`config.mk`:
```
export PLATFORM = sky130hd
export DESIGN_NAME = iencoder
export DESIGN_NICKNAME = d
export VERILOG_FILES = /design/src/rtl/iencoder.sv
export SDC_FILE = /design/constraint.sdc
export NUM_CORES = 1
export LEC_CHECK = 0
export ABC_CLOCK_PERIOD_IN_PS = 3550
export CAP_MARGIN = 30
export CORE_UTILIZATION = 29
export CTS_CLUSTER_SIZE = 30
export DETAILED_ROUTE_END_ITERATION = 12
export GPL_TIMING_DRIVEN = 0
export MAX_ROUTING_LAYER = met4
export PLACE_DENSITY_LB_ADDON = 0.25
export SYNTH_ARGS = -nofsm -noshare
export SYNTH_HDL_FRONTEND = slang
export SYNTH_SLANG_ARGS = --single-unit
```
`constraint.sdc`:
```
create_clock -name clk -period 3.55 [get_ports clk]
set_input_delay 0.355 -clock clk [delete_from_list [all_inputs] [get_ports clk]]
set_output_delay 0.355 -clock clk [all_outputs]
set_load 0.05 [all_outputs]
```
`src/rtl/iencoder.sv`:
```
// RV32I instruction encoder: decoded fields in, 32-bit instruction words out through a small FIFO.
// Optional build macro IENCODER_RANGE_CHECK_EN flags immediates that do not fit their instruction format.

`ifndef INST_WIDTH
`define INST_WIDTH 32
`endif
`ifndef INST_TYPE_WIDTH
`define INST_TYPE_WIDTH 4
`endif
`ifndef FUNCT_WIDTH
`define FUNCT_WIDTH 5
`endif
`ifndef REG_WIDTH
`define REG_WIDTH 5
`endif
`ifndef IMM_WIDTH
`define IMM_WIDTH 32
`endif

`ifndef INST_TYPE_IMM
`define INST_TYPE_IMM     4'd0
`define INST_TYPE_AUIPC   4'd1
`define INST_TYPE_JAL     4'd2
`define INST_TYPE_JALR    4'd3
`define INST_TYPE_INT_IMM 4'd4
`define INST_TYPE_INT_REG 4'd5
`define INST_TYPE_BRANCH  4'd6
`define INST_TYPE_STORE   4'd7
`define INST_TYPE_LOAD    4'd8
`define INST_TYPE_FENCE   4'd9
`endif

`ifndef FUNCT_ADD
`define FUNCT_ADD        5'd0
`define FUNCT_SUB        5'd1
`define FUNCT_SLL        5'd2
`define FUNCT_SLT        5'd3
`define FUNCT_SLTU       5'd4
`define FUNCT_XOR        5'd5
`define FUNCT_SRL        5'd6
`define FUNCT_SRA        5'd7
`define FUNCT_OR         5'd8
`define FUNCT_AND        5'd9
`define FUNCT_BR_EQ      5'd10
`define FUNCT_BR_NEQ     5'd11
`define FUNCT_BR_LT      5'd12
`define FUNCT_BR_GTE     5'd13
`define FUNCT_BR_LTU     5'd14
`define FUNCT_BR_GTEU    5'd15
`define FUNCT_MEM_BYTE   5'd16
`define FUNCT_MEM_HWORD  5'd17
`define FUNCT_MEM_WORD   5'd18
`define FUNCT_MEM_BYTEU  5'd19
`define FUNCT_MEM_HWORDU 5'd20
`endif

module iencoder #(
  parameter int FIFO_DEPTH  = 2,
  parameter int COUNT_WIDTH = 16
) (
  input  logic                        clk,
  input  logic                        rst,
  input  logic                        in_valid,
  output logic                        in_ready,
  input  logic [`INST_TYPE_WIDTH-1:0] in_inst_type,
  input  logic [`FUNCT_WIDTH-1:0]     in_funct,
  input  logic [`REG_WIDTH-1:0]       in_rd,
  input  logic [`REG_WIDTH-1:0]       in_rs1,
  input  logic [`REG_WIDTH-1:0]       in_rs2,
  input  logic [`IMM_WIDTH-1:0]       in_imm,
  output logic                        out_valid,
  input  logic                        out_ready,
  output logic [`INST_WIDTH-1:0]      out_inst,
  output logic                        out_error,
  output logic [COUNT_WIDTH-1:0]      enc_count,
  output logic [COUNT_WIDTH-1:0]      err_count
);

  localparam int AW = (FIFO_DEPTH > 1) ? $clog2(FIFO_DEPTH) : 1;
  localparam int CW = AW + 1;

  localparam logic [6:0] OP_LUI    = 7'b0110111;
  localparam logic [6:0] OP_AUIPC  = 7'b0010111;
  localparam logic [6:0] OP_JAL    = 7'b1101111;
  localparam logic [6:0] OP_JALR   = 7'b1100111;
  localparam logic [6:0] OP_INTIMM = 7'b0010011;
  localparam logic [6:0] OP_INTREG = 7'b0110011;
  localparam logic [6:0] OP_BRANCH = 7'b1100011;
  localparam logic [6:0] OP_STORE  = 7'b0100011;
  localparam logic [6:0] OP_LOAD   = 7'b0000011;
  localparam logic [31:0] FENCE_WORD = 32'h0FF0000F;

  typedef enum logic [2:0] {FMT_I, FMT_SH, FMT_R, FMT_S, FMT_B, FMT_U, FMT_J, FMT_FIX} fmt_e;

  // Immediate range violations; constant zero when range checking is compiled out.
  logic bad_i, bad_b, bad_j, bad_sh, bad_u;
`ifdef IENCODER_RANGE_CHECK_EN
  assign bad_i  = (in_imm[31:11] != {21{in_imm[11]}});
  assign bad_b  = (in_imm[31:12] != {20{in_imm[12]}}) || in_imm[0];
  assign bad_j  = (in_imm[31:20] != {12{in_imm[20]}}) || in_imm[0];
  assign bad_sh = (in_imm[31:5] != '0);
  assign bad_u  = (in_imm[11:0] != '0);
`else
  assign bad_i  = 1'b0;
  assign bad_b  = 1'b0;
  assign bad_j  = 1'b0;
  assign bad_sh = 1'b0;
  assign bad_u  = 1'b0;
`endif

  fmt_e        fmt;
  logic [6:0]  opc;
  logic [2:0]  f3;
  logic [6:0]  f7;
  logic        bad_funct;
  logic        enc_illegal;
  logic [31:0] enc_inst;

  // NOTE: every variable written here gets a default first, so no path leaves it unassigned and no latch is inferred.
  always_comb begin
    fmt       = FMT_I;
    opc       = 7'd0;
    f3        = 3'd0;
    f7        = 7'd0;
    bad_funct = 1'b0;
    case (in_inst_type)
      `INST_TYPE_IMM:   begin fmt = FMT_U; opc = OP_LUI;   end
      `INST_TYPE_AUIPC: begin fmt = FMT_U; opc = OP_AUIPC; end
      `INST_TYPE_JAL:   begin fmt = FMT_J; opc = OP_JAL;   end
      `INST_TYPE_JALR:  begin fmt = FMT_I; opc = OP_JALR;  end
      `INST_TYPE_FENCE: fmt = FMT_FIX;
      `INST_TYPE_INT_IMM, `INST_TYPE_INT_REG: begin
        fmt = (in_inst_type == `INST_TYPE_INT_REG) ? FMT_R : FMT_I;
        opc = (in_inst_type == `INST_TYPE_INT_REG) ? OP_INTREG : OP_INTIMM;
        case (in_funct)
          `FUNCT_ADD:  f3 = 3'd0;
          `FUNCT_SUB: begin
            f3 = 3'd0; f7 = 7'b0100000;
            bad_funct = (in_inst_type == `INST_TYPE_INT_IMM);
          end
          `FUNCT_SLL:  begin f3 = 3'd1; if (fmt == FMT_I) fmt = FMT_SH; end
          `FUNCT_SLT:  f3 = 3'd2;
          `FUNCT_SLTU: f3 = 3'd3;
          `FUNCT_XOR:  f3 = 3'd4;
          `FUNCT_SRL:  begin f3 = 3'd5; if (fmt == FMT_I) fmt = FMT_SH; end
          `FUNCT_SRA: begin
            f3 = 3'd5; f7 = 7'b0100000;
            if (fmt == FMT_I) fmt = FMT_SH;
          end
          `FUNCT_OR:   f3 = 3'd6;
          `FUNCT_AND:  f3 = 3'd7;
          default:     bad_funct = 1'b1;
        endcase
      end
      `INST_TYPE_BRANCH: begin
        fmt = FMT_B; opc = OP_BRANCH;
        case (in_funct)
          `FUNCT_BR_EQ:   f3 = 3'd0;
          `FUNCT_BR_NEQ:  f3 = 3'd1;
          `FUNCT_BR_LT:   f3 = 3'd4;
          `FUNCT_BR_GTE:  f3 = 3'd5;
          `FUNCT_BR_LTU:  f3 = 3'd6;
          `FUNCT_BR_GTEU: f3 = 3'd7;
          default:        bad_funct = 1'b1;
        endcase
      end
      `INST_TYPE_STORE, `INST_TYPE_LOAD: begin
        fmt = (in_inst_type == `INST_TYPE_STORE) ? FMT_S : FMT_I;
        opc = (in_inst_type == `INST_TYPE_STORE) ? OP_STORE : OP_LOAD;
        case (in_funct)
          `FUNCT_MEM_BYTE:   f3 = 3'd0;
          `FUNCT_MEM_HWORD:  f3 = 3'd1;
          `FUNCT_MEM_WORD:   f3 = 3'd2;
          `FUNCT_MEM_BYTEU: begin f3 = 3'd4; bad_funct = (fmt == FMT_S); end
          `FUNCT_MEM_HWORDU: begin f3 = 3'd5; bad_funct = (fmt == FMT_S); end
          default:           bad_funct = 1'b1;
        endcase
      end
      default: bad_funct = 1'b1;
    endcase
  end

  always_comb begin
    enc_inst    = '0;
    enc_illegal = bad_funct;
    case (fmt)
      FMT_I: begin
        enc_inst = {in_imm[11:0], in_rs1, f3, in_rd, opc};
        enc_illegal = enc_illegal | bad_i;
      end
      FMT_SH: begin
        enc_inst = {f7, in_imm[4:0], in_rs1, f3, in_rd, opc};
        enc_illegal = enc_illegal | bad_sh;
      end
      FMT_R: enc_inst = {f7, in_rs2, in_rs1, f3, in_rd, opc};
      FMT_S: begin
        enc_inst = {in_imm[11:5], in_rs2, in_rs1, f3, in_imm[4:0], opc};
        enc_illegal = enc_illegal | bad_i;
      end
      FMT_B: begin
        enc_inst = {in_imm[12], in_imm[10:5], in_rs2, in_rs1, f3, in_imm[4:1], in_imm[11], opc};
        enc_illegal = enc_illegal | bad_b;
      end
      FMT_U: begin
        enc_inst = {in_imm[31:12], in_rd, opc};
        enc_illegal = enc_illegal | bad_u;
      end
      FMT_J: begin
        enc_inst = {in_imm[20], in_imm[10:1], in_imm[11], in_imm[19:12], in_rd, opc};
        enc_illegal = enc_illegal | bad_j;
      end
      default: enc_inst = FENCE_WORD;
    endcase
    if (enc_illegal) enc_inst = '0;
  end

  logic [32:0]   mem [FIFO_DEPTH];
  logic [AW-1:0] wr_ptr, rd_ptr;
  logic [CW-1:0] count, count_next;
  logic          ready_q;
  logic          push, pop;

  assign in_ready  = ready_q;
  assign out_valid = (count != '0);
  assign push      = in_valid & ready_q;
  assign pop       = out_valid & out_ready;
  assign out_inst  = out_valid ? mem[rd_ptr][31:0] : '0;
  assign out_error = out_valid & mem[rd_ptr][32];

  always_comb begin
    count_next = count;
    if (push && !pop)      count_next = count + CW'(1);
    else if (!push && pop) count_next = count - CW'(1);
  end

  // NOTE: sequential state uses non-blocking assignments so every flop samples pre-edge values.
  always_ff @(posedge clk) begin
    if (!rst) begin
      wr_ptr    <= '0;
      rd_ptr    <= '0;
      count     <= '0;
      ready_q   <= 1'b0;
      enc_count <= '0;
      err_count <= '0;
    end else begin
      count   <= count_next;
      ready_q <= (count_next < CW'(FIFO_DEPTH));
      if (push) begin
        wr_ptr <= wr_ptr + AW'(1);
        if (enc_count != '1) enc_count <= enc_count + COUNT_WIDTH'(1);
        if (enc_illegal && err_count != '1) err_count <= err_count + COUNT_WIDTH'(1);
      end
      if (pop) rd_ptr <= rd_ptr + AW'(1);
    end
  end

  // NOTE: storage is not reset; entries are only observed through out_valid, which comes from the reset occupancy.
  always_ff @(posedge clk) begin
    if (push) mem[wr_ptr] <= {enc_illegal, enc_inst};
  end

endmodule
```
==> results by group <==
Timing
  – Final number of hold-violating endpoints: 0
  – Final clock skew: 0.00590 ns
  – Relative slew slack: 45.8%
  – Final setup violation count: 0
  – Transition at the pin with the smallest max-transition slack: 0.802 ns
  – Share of the clock period used by the worst path: 88.6%
  – Unrepaired setup endpoints after global routing: false
  – Hold WS: 0.493 ns
  – Final Max Slew Viols: 0
  – Maximum clock rate: 318 MHz
  – Minimum period implied by the final worst setup slack: 3.14 ns

Synthesis
  – Ys flop type: edfxtp_1
  – EDFF count, synth: 64
  – Sequential element share of the synthesized area: 51.2%
  – Unique masters post-synth: 57
  – Ys Warns: 0
  – Synth area leaders: edfxtp_1 37%, dfxtp_1 15%, mux2i_1 9.6%, nor2_1 6.7%, nand2_1 2.1%
  – Avg Synthesized Cell Area: 10.1 sq um
  – Count of mapped cells out of synthesis: 519
  – Cell type contributing the most total cell area after synthesis: edfxtp_1
  – Proportion of netlist area held by the largest area contributor: 36.7%
  – Netlist Area Pre-Place: 5240 sq um
  – Fraction of synthesis flops using an asynchronous set or reset pin: 0%
  – Synthesized flop and latch total: 102
  – Mapped Nets: 584

Placement
  – Cell area after placement: 6810 sq um
  – Number of I/O port buffers: 125
  – Routability Congestion: 0.828
  – Post-DP HPWL: 10.3 mm
  – Placed cell count: 871

Job
  – # Max-Cap Violations: 0

Global routing
  – Total gr overflow: 0
  – Initial antenna violation count: 1
  – Maximum number of pins on one net before global-route repair: 33
  – Overall Global Routing Usage: 15.4%
  – Number of global-route vias before repair: 4128
  – Global-route wire length before repair: 21.1 mm

Clock tree
  – Master cell of the clock root buffer: clkbuf_16
  – Number of buffers inserted for hold repair after clock tree synthesis: 0
  – Clock tree from TritonCTS: yes
  – Total number of H-tree levels: 3
  – Maximum count of clock buffers along a single path: 2
  – Clock sink count: 102
  – Number of post-CTS setup repair buffers: 0
  – Post-CTS sizing: 0
  – Worst-skew pair later-pin latency: 0.35 ns
  – Total CTS buffers: 9
  – Clock slew at reported path FFs: 0.06 ns

Critical path
  – Critical R2R Launch: err_count[0]
  – Depth of the most critical reg-to-reg path: 8
  – Critical path class: flip-flop to output port
  – Startpoint class of the critical path: flip-flop
  – Worst R2R End: err_count[6]
  – Element type at the critical path end: output port
  – Reg2Reg Setup Slack: 1.17 ns
  – Arrival @ worst endpoint: 2.79 ns
  – CP required: 3.19 ns
  – Worst path max stage delay: 0.79 ns
  – Slowest stage cell on the critical path: clkdlybuf4s50_1
  – Critical path fanouts, max: 10
  – List of cells traversed by the critical path: clkbuf_1 > buf_1 > mux2i_1 > nor2_1 > buf_4 > clkdlybuf4s50_1

Routing
  – Wirelength per Cell: 15.5 um
  – Number of DRC markers after the initial detailed-route iteration: 310
  – Number of routed nets with antenna violations: 0
  – Total number of vias: 4409
  – Routed wire length: 13.8 mm
  – Via density per instance: 4.97
  – Detailed-router iteration count before antenna repair: 5
  – Count of unresolved DRC violations after routing: 0

Min path
  – Start point of the worst hold path: err_count[9]
  – Cell depth of the worst min-delay path: 2
  – Endpoint of the worst hold path: err_count[9]
  – Hold/Removal Path Class: flip-flop to flip-flop

Floorplan
  – IO Count: 127
  – Core Area: 17500 sq um
  – Die width: 136 um
  – FP Rows: 48
  – Die extent in y: 136 um
  – Area of the die: 18600 sq um
  – Initial cell density of the core: 30.0%

Layout
  – Post-layout instance count excluding filler cells: 888
  – Commonest cells after routing, fill and taps aside: 125 x clkdlybuf4s50_1, 92 x nor2_1, 64 x edfxtp_1, 50 x mux2i_1, 38 x dfxtp_1
  – Share of cells above drive strength 1: 5.14%
  – Most common cell after layout, fill and taps aside: clkdlybuf4s50_1
  – Area growth from synthesis to layout: 35.3%
  – Number of nets at the end of the flow: 722
  – Design Area, Final: 7090 sq um

Power and ir drop
  – Total power divided by cell area: 400 nW/um^2
  – Peak supply drop: 213 uV
  – Standby leakage power: 2.42 nW
  – Post-route total power: 2.84 mW

Status
  – Status: completed
==> worst max path at each step <==
stage                        endpoint
after floorplan            mem[0][10]
after global placement     mem[0][15]
after detailed placement   mem[0][25]
after CTS                 out_inst[1]
after global routing      out_inst[1]
final                     out_inst[1]
==> report_power, final <==
group          switching, mW  total (mW)  internal (mW)
sequential            0.0157        1.33           1.32
combinational          0.335       0.545          0.210
clock                  0.421       0.961          0.541
total                  0.772        2.84           2.07
==> state kept, by name, indices dropped and copies added (netlist names), named ones only <==
signal and cells:
enc_count 16, wr_ptr 1, rd_ptr 1, mem 64
err_count 16, count 2, in_ready 1
==> synthesized netlist by cell type (6+ instances only) <==
library cell / instances
or3_1: 7
xor2_1: 8
a222oi_1: 6
inv_1: 18
nand4_1: 11
nor2_1: 93
dfxtp_1: 38
buf_1: 7
nand2_1: 29
edfxtp_1: 64
nand2b_1: 15
nor3_1: 11
and3_1: 8
and4_1: 7
xnor2_1: 9
clkbuf_1: 12
o21ai_0: 14
nand3_1: 13
mux2i_1: 50
o21ai_1: 8
a21oi_1: 21
==> routing by layer <==
layer	share of wire, %	track usage, %	vias to the layer above
li1	-	-	2162
met1	48	20.7	2080
met2	45	22.6	150
met3	5.7	3.28	17
met4	1.5	5.31	0
met5	0	-	-
==> kinds of logic (layout without fill, tap and decap cells) <==
group,after synthesis,after routing,share of synthesized area [%]
other,0,1,0
xor gates and xnor gates,17,17,2.84
adders and majority gates,6,6,1.39
buffers and inverters,48,191,4.20
DFF,102,102,51.2
muxes,51,51,9.77
and+or+nand+nor,219,219,21.1
AOI/OAI and AO/OA,76,76,9.51
==> metrics by stage <==
stage	TNS [ns]	util, %	setup WS [ns]
floorplan	0	-	0.860
global placement	-3.88	38.7	-0.124
detailed placement	0	38.9	0.299
CTS	0	40.6	0.313
global route	0	40.6	0.218
finish	0	40.6	0.406
==> layout make-up <==
type / count / area (sq um)
flip-flops and latches: 102 / 2680
clock buffers: 11 / 233
plain buffers: 29 / 149
clock inverters: 5 / 50.0
repair buffers: 127 / 1280
inverters: 19 / 71.3
fillers: 1660 / 10400
well taps: 225 / 282
multi-input cells: 369 / 2340
diodes: 1 / 2.50
==> critical path: cells and delay by family, from the launching register on <==
family	cells	cell delay (ns)
buf+inv	4	1.79
mux	1	0.15
simple gates	1	0.19
flops	1	0.31
Note: power is estimated with default switching activity, not from simulation.
